[src/rtl/div_pkg.sv]
// Shared types and constants for the 16-bit divider request front-end.
package div_pkg;

  localparam int DIV_W = 16;
  localparam logic [DIV_W-1:0] DIV_ZERO_Q = 16'hFFFF;

  typedef enum logic [1:0] {
    IDLE,
    ISSUE,
    WAIT,
    HOLD
  } div_state_e;

endpackage

[src/rtl/div_req_fifo.sv]
// Request FIFO: wrapping read/write pointers plus an occupancy count.
module div_req_fifo #(
  parameter int DEPTH = 4,
  parameter int WIDTH = 36
) (
  input  logic                     clk,
  input  logic                     reset,
  input  logic                     push,
  input  logic [WIDTH-1:0]         push_data,
  input  logic                     pop,
  output logic [WIDTH-1:0]         head,
  output logic                     full,
  output logic                     empty,
  output logic [$clog2(DEPTH):0]   level
);

  localparam int AW = $clog2(DEPTH);
  localparam logic [AW:0] FULL_LEVEL = DEPTH[AW:0];

  logic [WIDTH-1:0] mem [DEPTH];
  logic [AW-1:0]    wptr;
  logic [AW-1:0]    rptr;
  logic [AW:0]      count;
  logic             push_ok;
  logic             pop_ok;

  assign full    = (count == FULL_LEVEL);
  assign empty   = (count == '0);
  assign level   = count;
  assign head    = mem[rptr];
  // Full blocks a push even when a pop happens on the same edge.
  assign push_ok = push && !full;
  assign pop_ok  = pop && !empty;

  always_ff @(posedge clk) begin
    if (push_ok) mem[wptr] <= push_data;
  end

  always_ff @(posedge clk or posedge reset) begin
    if (reset) begin
      wptr  <= '0;
      rptr  <= '0;
      count <= '0;
    end else begin
      if (push_ok) wptr <= wptr + 1'b1;
      if (pop_ok)  rptr <= rptr + 1'b1;
      case ({push_ok, pop_ok})
        2'b10:   count <= count + 1'b1;
        2'b01:   count <= count - 1'b1;
        default: count <= count;
      endcase
    end
  end

endmodule

[src/rtl/div_16bit_issue.sv]
// Issues buffered tagged requests one at a time to the sequential divider.
// Optional DIV_ZERO_BYPASS_EN answers zero-divisor requests without the divider.
module div_16bit_issue
  import div_pkg::*;
#(
  parameter int DEPTH = 4,
  parameter int TAG_W = 4
) (
  input  logic                   clk,
  input  logic                   reset,
  input  logic                   in_valid,
  output logic                   in_ready,
  input  logic [DIV_W-1:0]       in_a,
  input  logic [DIV_W-1:0]       in_b,
  input  logic [TAG_W-1:0]       in_tag,
  output logic                   out_valid,
  input  logic                   out_ready,
  output logic [DIV_W-1:0]       out_q,
  output logic [DIV_W-1:0]       out_r,
  output logic [TAG_W-1:0]       out_tag,
  output logic                   out_dz,
  output logic                   div_start,
  output logic [DIV_W-1:0]       div_a,
  output logic [DIV_W-1:0]       div_b,
  input  logic [DIV_W-1:0]       div_result,
  input  logic [DIV_W-1:0]       div_remainder,
  input  logic                   div_done,
  output logic                   busy,
  output logic [$clog2(DEPTH):0] level
);

  localparam int PW = TAG_W + 2 * DIV_W;

  div_state_e       state;
  logic [PW-1:0]    head;
  logic [DIV_W-1:0] head_a;
  logic [DIV_W-1:0] head_b;
  logic [TAG_W-1:0] head_tag;
  logic [TAG_W-1:0] tag_q;
  logic             fifo_full;
  logic             fifo_empty;
  logic             pop;
  logic             bypass;
  logic             first_wait;

  assign {head_tag, head_a, head_b} = head;
  assign in_ready = !fifo_full;
  assign pop      = (state == IDLE) && !fifo_empty;
  assign busy     = (state != IDLE);

  div_req_fifo #(
    .DEPTH(DEPTH),
    .WIDTH(PW)
  ) u_fifo (
    .clk       (clk),
    .reset     (reset),
    .push      (in_valid && in_ready),
    .push_data ({in_tag, in_a, in_b}),
    .pop       (pop),
    .head      (head),
    .full      (fifo_full),
    .empty     (fifo_empty),
    .level     (level)
  );

`ifdef DIV_ZERO_BYPASS_EN
  logic dz_q;
  assign bypass = (head_b == '0);
  assign out_dz = dz_q;
`else
  assign bypass = 1'b0;
  assign out_dz = 1'b0;
`endif

  always_ff @(posedge clk or posedge reset) begin
    if (reset) begin
      state      <= IDLE;
      div_start  <= 1'b0;
      div_a      <= '0;
      div_b      <= '0;
      tag_q      <= '0;
      out_q      <= '0;
      out_r      <= '0;
      out_tag    <= '0;
      out_valid  <= 1'b0;
      first_wait <= 1'b0;
`ifdef DIV_ZERO_BYPASS_EN
      dz_q       <= 1'b0;
`endif
    end else begin
      div_start <= 1'b0;
      case (state)
        IDLE: begin
          if (!fifo_empty) begin
            if (bypass) begin
              out_q     <= DIV_ZERO_Q;
              out_r     <= head_a;
              out_tag   <= head_tag;
              out_valid <= 1'b1;
              state     <= HOLD;
`ifdef DIV_ZERO_BYPASS_EN
              dz_q      <= 1'b1;
`endif
            end else begin
              div_a     <= head_a;
              div_b     <= head_b;
              tag_q     <= head_tag;
              div_start <= 1'b1;
              state     <= ISSUE;
            end
          end
        end
        ISSUE: begin
          first_wait <= 1'b1;
          state      <= WAIT;
        end
        WAIT: begin
          // div_done in the first WAIT cycle may belong to the previous operation.
          if (first_wait) begin
            first_wait <= 1'b0;
          end else if (div_done) begin
            out_q     <= div_result;
            out_r     <= div_remainder;
            out_tag   <= tag_q;
            out_valid <= 1'b1;
            state     <= HOLD;
`ifdef DIV_ZERO_BYPASS_EN
            dz_q      <= 1'b0;
`endif
          end
        end
        HOLD: begin
          if (out_ready) begin
            out_valid <= 1'b0;
            state     <= IDLE;
          end
        end
        default: state <= IDLE;
      endcase
    end
  end

endmodule

[config.mk]
export PLATFORM = sky130hd
export DESIGN_NAME = div_16bit_issue
export DESIGN_NICKNAME = d
export VERILOG_FILES = /design/src/rtl/div_pkg.sv /design/src/rtl/div_req_fifo.sv /design/src/rtl/div_16bit_issue.sv
export SDC_FILE = /design/constraint.sdc
export NUM_CORES = 1
export LEC_CHECK = 0
export CORE_MARGIN = 2
export CORE_UTILIZATION = 53
export DETAILED_ROUTE_END_ITERATION = 16
export PLACE_DENSITY_LB_ADDON = 0.2
export SYNTH_ARGS = -nofsm -noshare
export SYNTH_HDL_FRONTEND = slang
export SYNTH_HIERARCHICAL = 1
export SYNTH_SLANG_ARGS = --single-unit
[constraint.sdc]
create_clock -name clk -period 3.26 [get_ports clk]
set_clock_uncertainty 0.05 [all_clocks]
set_input_delay 0.652 -clock clk [delete_from_list [all_inputs] [get_ports clk]]
set_output_delay 0.652 -clock clk [all_outputs]
set_load 0.01 [all_outputs]
==> qor.csv, run 1 <==
stage;metric;value;unit
outcome;status;finished clean;
setup_path;Reg2Reg Setup Slack;0.91;ns
sta;Slew @ Worst Pin;0.970;ns
routing;DRC violations left;0;
sta;final worst slack;0.631;ns
sta;count of final max-slew check failures;0;
yosys;Mapped Cells;409;
yosys;Synth Cell Area;8780;um^2
floorplan;core area;16400;um^2
yosys;post-synth top area share;0.492;
routing;via count;4257;
grt;vias in the first global route;4621;
routing;drt first pass iters;4;
yosys;ranking of synthesized cells by area;edfxtp_1 (49%), dfrtp_1 (24%), mux4_2 (9.2%);
grt;Overflow after GRT;0;
final_layout;leading cell type in the layout, fill and taps excluded;clkdlybuf4s50_1;
clock_tree;clk slew on worst S/H paths;0.06;ns
final_layout;final cell count without fillers;810;
place;post-DP HPWL;9.86;mm
setup_path;Slowest cell on crit path;clkdlybuf4s50_1;
place;number of I/O port buffers;147;
yosys;multiplexer area fraction after synthesis;0.203;
yosys;largest family of logic cells by synthesized area;multiplexers;
clock_tree;CTS Buf Count;23;
place;Inst Count DP;768;
power;Pleak;4.25;nW
floorplan;Initial Utilization;0.535;
grt;largest net degree at the start of global routing;53;
floorplan;die footprint;17600;um^2
floorplan;IO Pins;149;
setup_path;critical path, cell by cell;inv_1, ha_1, inv_1, clkdlybuf4s50_1;
final_layout;post-route cell area;11300;um^2
grt;initial antenna violation count;0;
final_layout;Seq. cell area;6430;um^2
yosys;FF+latch count, synth;228;
final_layout;proportion of layout cells with a drive suffix above 1;0.278;
power;pwr/cell area;967;nW/um^2
yosys;Post-Synth Simple-Gate Area;0.0151;
clock_tree;post-cts sizing count;0;
grt;first-pass GRT wire length;25.3;mm
setup_path;CP max stage delay;0.57;ns
setup_path;critical path fanouts, max;5;
routing;drt first-iter violations;202;
place;DP Worst Slack;0.609;ns
floorplan;die height;133;um
floorplan;DIE WIDTH;133;um
sta;min Tclk post-route;2.63;ns
sta;fin crit share;0.806;
power;VDD IR max;603;uV
yosys;XOR/XNOR Fraction of Synth Area;0.00598;
setup_path;Worst R2R Path Depth;11;
flow_run;Max-Cap Viols;0;
hold_path;Hold EP;div_a[10];
setup_path;Critical R2R Capture;u_fifo/level[2];
setup_path;worst path required time;2.56;ns
routing;final WL;15.8;mm
hold_path;hold_sp;div_a[10];
setup_path;crit-path most repeated cell;inv_1;
clock_tree;post-CTS setup buffer count;0;
floorplan;Site Rows;47;
sta;max_slew headroom;0.353;
sta;maximum clock frequency;380;MHz
place;routability-driven placement congestion ratio;0.717;
yosys;Distinct cells, synth;32;
setup_path;CP Class;reg2out;
yosys;Synthesized Nets;493;
place;DP Area;10500;um^2
clock_tree;CTS Root Buffer Type;clkbuf_16;
clock_tree;CTS tree;built;
clock_tree;Clk Latency, worst-skew pair;0.50;ns
setup_path;CP endpoint kind;primary output;
sta;RSZ-0062 raised after global routing;false;
yosys;leading area contributor after synthesis;edfxtp_1;
sta;final hold violation count;0;
clock_tree;hold buffers post-CTS;0;
yosys;synthesized area per cell;21.5;um^2
final_layout;fillers;1037;
yosys;yosys warns;6;
routing;drt wl/cell;19.5;um
yosys;compound-cell area share of the yosys netlist;0.00385;
grt;Total GRT Usage;0.185;
clock_tree;htree depth;1;
sta;Fin Hold WS;0.439;ns
sta;Setup TNS Final;0;ns
final_layout;ANT cells;0;
routing;Via density;5.26;
final_layout;Multi-input gate area;2160;um^2
final_layout;nets;657;
hold_path;hold path cells;1;
yosys;Seq/Total Area, Yosys;0.732;
clock_tree;clock buffer depth;3;
hold_path;HP Class;reg2reg;
setup_path;Worst R2R Start;state[0];
setup_path;startpoint types;register;
routing;ANT nets after route;0;
clock_tree;# clock sinks;228;
final_layout;most frequent cells in the layout;clkdlybuf4s50_1 (147), edfxtp_1 (144), dfrtp_1 (82);
sta;final setup vio count;0;
final_layout;area grow syn2layout;28.5;%
setup_path;CP arrival;1.93;ns
yosys;Synth Area in Adders;0.0165;
==> synth_stat cells (all sizes together) <==
cell type  number
a22o            2
a22oi           1
and2            4
buf            15
conb            1
dfrtp          84
edfxtp        144
fa              1
ha             10
inv            13
mux2           74
mux2i           3
mux4           36
nand2           1
nand2b          2
nand3           3
nor2            4
nor2b           2
nor3            1
nor3b           1
o31a            1
xnor2           3
xor2            3
==> routing by layer <==
metal | global-route usage | share of wire | vias up
li1 | - | - | 1912
met1 | 0.244 | 0.42 | 2183
met2 | 0.317 | 0.51 | 144
met3 | 0.0425 | 0.062 | 18
met4 | 0.0466 | 0.013 | 0
met5 | 0 | 0 | -
==> where the power goes <==
group          internal [mW]  leakage, nW  switching [mW]
Clock                   1.63        0.379            1.05
Sequential              4.03         2.31           0.519
Combinational           2.25         1.56            1.43
Total                   7.91         4.25            3.00
==> worst max-delay path by stage <==
stage                     depth (start not counted)  slack, ns                end      from
after detailed placement                         10       0.61    u_fifo/level[2]  in_valid
final                                             4       0.63               busy  state[1]
after CTS                                         4       0.60               busy  state[1]
after global routing                              4       0.53               busy  state[1]
after floorplan                                   1       0.59           div_a[0]     reset
after global placement                            5       0.66  u_fifo/mem[2][25]  in_valid
==> final cells by class <==
class                           count  share of cell area
Sequential cell                   228               0.570
Clock buffer                       29              0.0530
Tap cell                          220              0.0244
Timing Repair Buffer              154               0.142
Inverter                           13             0.00454
Multi-Input combinational cell    153               0.191
Clock inverter                     13              0.0155
==> flip-flops by register name, indices dropped and copies added, names as in the netlist <==
| register | cells |
|---|---|
| div_start | 1 |
| out_tag | 4 |
| state | 2 |
| u_fifo/wptr | 2 |
| u_fifo/rptr | 2 |
| out_valid | 1 |
| out_r | 16 |
| out_q | 16 |
| tag_q | 4 |
| u_fifo/level | 3 |
| first_wait | 1 |
| u_fifo/mem | 144 |
| div_b | 16 |
| div_a | 16 |
==> kinds of logic after synthesis <==
kind of cell               Yosys count
AOI/OAI and AO/OA                    4
xor gates and xnor gates             6
adders and majority gates           11
buffers and inverters               28
DFF                                228
muxes                              113
other                                1
and+or+nand+nor                     18
==> metrics by stage <==
step                power (mW)   util
global placement          8.23  0.641
CTS                       11.1  0.688
global route              11.5  0.688
detailed placement        8.36  0.641
finish                    10.9  0.688
floorplan                 6.80      -
==> critical path, delay by kind of cell, from the launching register on <==
family                   cells  cell delay [ns]
adder cells (fa/ha/maj)      1             0.20
flip-flops                   1             0.42
buffers and inverters        3             0.81
Power figures use the tool's default switching activity.
==> run 2: changes to the inputs <==
- clock period: 3.26 -> 2.55 ns (I/O delays scaled with it)
==> qor.csv, run 2 (synthesis results as in run 1) <==
stage;metric;value;unit;change
routing;ANT nets after route;0;;unchanged
grt;initial antenna violation count;0;;unchanged
final_layout;leading cell type in the layout, fill and taps excluded;clkdlybuf4s50_1;;
final_layout;Util after Layout;0.694;;+0.00595
setup_path;worst path required time;1.99;ns;-0.57 ns
power;Power, Total;14.0;mW;+28%
sta;maximum clock frequency;410;MHz;
power;VDD IR max;985;uV;+63%
grt;Total GRT Usage;0.185;;-0.000646
clock_tree;clock buffer depth;3;;unchanged
hold_path;HP Class;in2async;;
grt;first-pass GRT wire length;25.3;mm;-0.30%
power;pwr/cell area;1230;nW/um^2;+27%
setup_path;CP max stage delay;0.55;ns;-0.02 ns
final_layout;largest reg by FF count;u_fifo/mem;;
place;number of I/O port buffers;147;;unchanged
clock_tree;clk slew on worst S/H paths;0.06;ns;about the same
setup_path;CP endpoint kind;primary output;;
final_layout;ANT cells;0;;unchanged
floorplan;die height;133;um;unchanged
final_layout;area grow syn2layout;29.6;%;
floorplan;IO Pins;149;;unchanged
setup_path;CP Class;reg2out;;
clock_tree;post-CTS setup buffer count;0;;unchanged
floorplan;DIE WIDTH;133;um;unchanged
sta;min Tclk post-route;2.44;ns;
routing;final WL;15.6;mm;-0.95%
outcome;status;finished clean;;
routing;Via density;5.25;;-0.19%
grt;largest net degree at the start of global routing;55;;+3.8%
sta;Slew @ Worst Pin;0.548;ns;-0.422 ns
sta;max_slew headroom;0.635;;+0.282
grt;Overflow after GRT;0;;unchanged
setup_path;Slowest cell on crit path;clkdlybuf4s50_1;;
clock_tree;CTS Root Buffer Type;clkbuf_16;;
clock_tree;# clock sinks;228;;unchanged
sta;count of final max-slew check failures;0;;unchanged
floorplan;Initial Utilization;0.535;;unchanged
clock_tree;hold buffers post-CTS;0;;unchanged
routing;drt wl/cell;19.1;um;-2.0%
setup_path;CP arrival;1.88;ns;-0.05 ns
sta;final hold violation count;0;;unchanged
sta;final setup vio count;0;;unchanged
clock_tree;CTS Buf Count;23;;unchanged
place;routability-driven placement congestion ratio;0.718;;+0.14%
floorplan;Site Rows;47;;unchanged
grt;vias in the first global route;4698;;+1.7%
setup_path;critical path, cell by cell;inv_1, ha_1, inv_2, clkdlybuf4s50_1;;
setup_path;startpoint types;register;;
place;post-DP HPWL;9.93;mm;+0.73%
routing;via count;4296;;+0.92%
final_layout;nets;666;;+1.4%
setup_path;Reg2Reg Setup Slack;0.24;ns;-0.67 ns
routing;drt first-iter violations;180;;-11%
sta;Setup TNS Final;0;ns;unchanged
flow_run;Max-Cap Viols;0;;unchanged
power;Pleak;4.31;nW;+1.4%
clock_tree;CTS tree;built;;
routing;DRC violations left;0;;unchanged
clock_tree;Clk Latency, worst-skew pair;0.50;ns;about the same
sta;RSZ-0062 raised after global routing;false;;
sta;fin crit share;0.956;;
routing;drt first pass iters;4;;unchanged
final_layout;max reg flops;144;;unchanged
final_layout;most frequent cells in the layout;clkdlybuf4s50_1 (147), edfxtp_1 (144), dfrtp_1 (82);;
floorplan;core area;16400;um^2;unchanged
clock_tree;htree depth;1;;unchanged
floorplan;die footprint;17600;um^2;unchanged
setup_path;critical path fanouts, max;5;;unchanged
final_layout;proportion of layout cells with a drive suffix above 1;0.289;;+0.0108
==> run 2: cell type report <==
type                       instances  area, um^2
tap                              220         275
clock buffer                      29         618
clock inverter                    13         148
fill                            1022        5020
sequential                       228        6430
inverter                          13        51.3
multi-input combinational        153        2160
timing repair buffer             163        1700
==> run 2: through the flow <==
stage / cells / setup slack, ns / area (um^2) / hold slack [ns]
5_1_grt: 819 / 0.00885 / 11400 / 0.314
4_1_cts: 819 / 0.0140 / 11400 / 0.290
6_report: 819 / 0.112 / 11400 / 0.295
2_1_floorplan: 409 / 0.0233 / 8780 / 0.263
3_5_place_dp: 777 / 0.0710 / 10600 / 0.444
3_3_place_gp: 777 / 0.137 / 10600 / 0.428
==> run 2: path summary, 6_finish.rpt <==
kind                       startpoint         endpoint  cells after the start
max reg2reg                  state[1]  u_fifo/level[2]                     11
max                          state[1]             busy                      4
min in group clk             tag_q[3]       out_tag[3]                      1
min reg2reg                  tag_q[3]       out_tag[3]                      1
min                             reset  u_fifo/level[2]                      2
max in group asynchronous       reset        out_r[13]                      3
==> run 2: critical path: cells and delay by family, from the launching register on <==
family | cells | cell delay [ns]
DFF | 1 | 0.42
buffers and inverters | 3 | 0.76
adders and majority gates | 1 | 0.21
==> run 2: timing repair <==
action | 4_1_cts | 5_1_grt
hold endpoints to repair | 0 | 0
gates resized for setup | 0 | 1
endpoints found under the setup margin | 0 | 1
==> run 2: where the power goes <==
group | total (mW) | internal [mW] | switching [mW]
clock | 3.35 | 2.03 | 1.32
sequential | 5.73 | 5.16 | 0.569
combinational | 4.94 | 2.97 | 1.97
==> run 2: routing by layer <==
layer | routed length (um) | vias up | part of all wire | global-route usage
met1 | 6700 | 2202 | 0.43 | 0.249
li1 | - | 1926 | - | -
met5 | 0 | - | 0 | 0
met2 | 7700 | 142 | 0.49 | 0.309
met3 | 954 | 26 | 0.061 | 0.0406
met4 | 277 | 0 | 0.018 | 0.0484
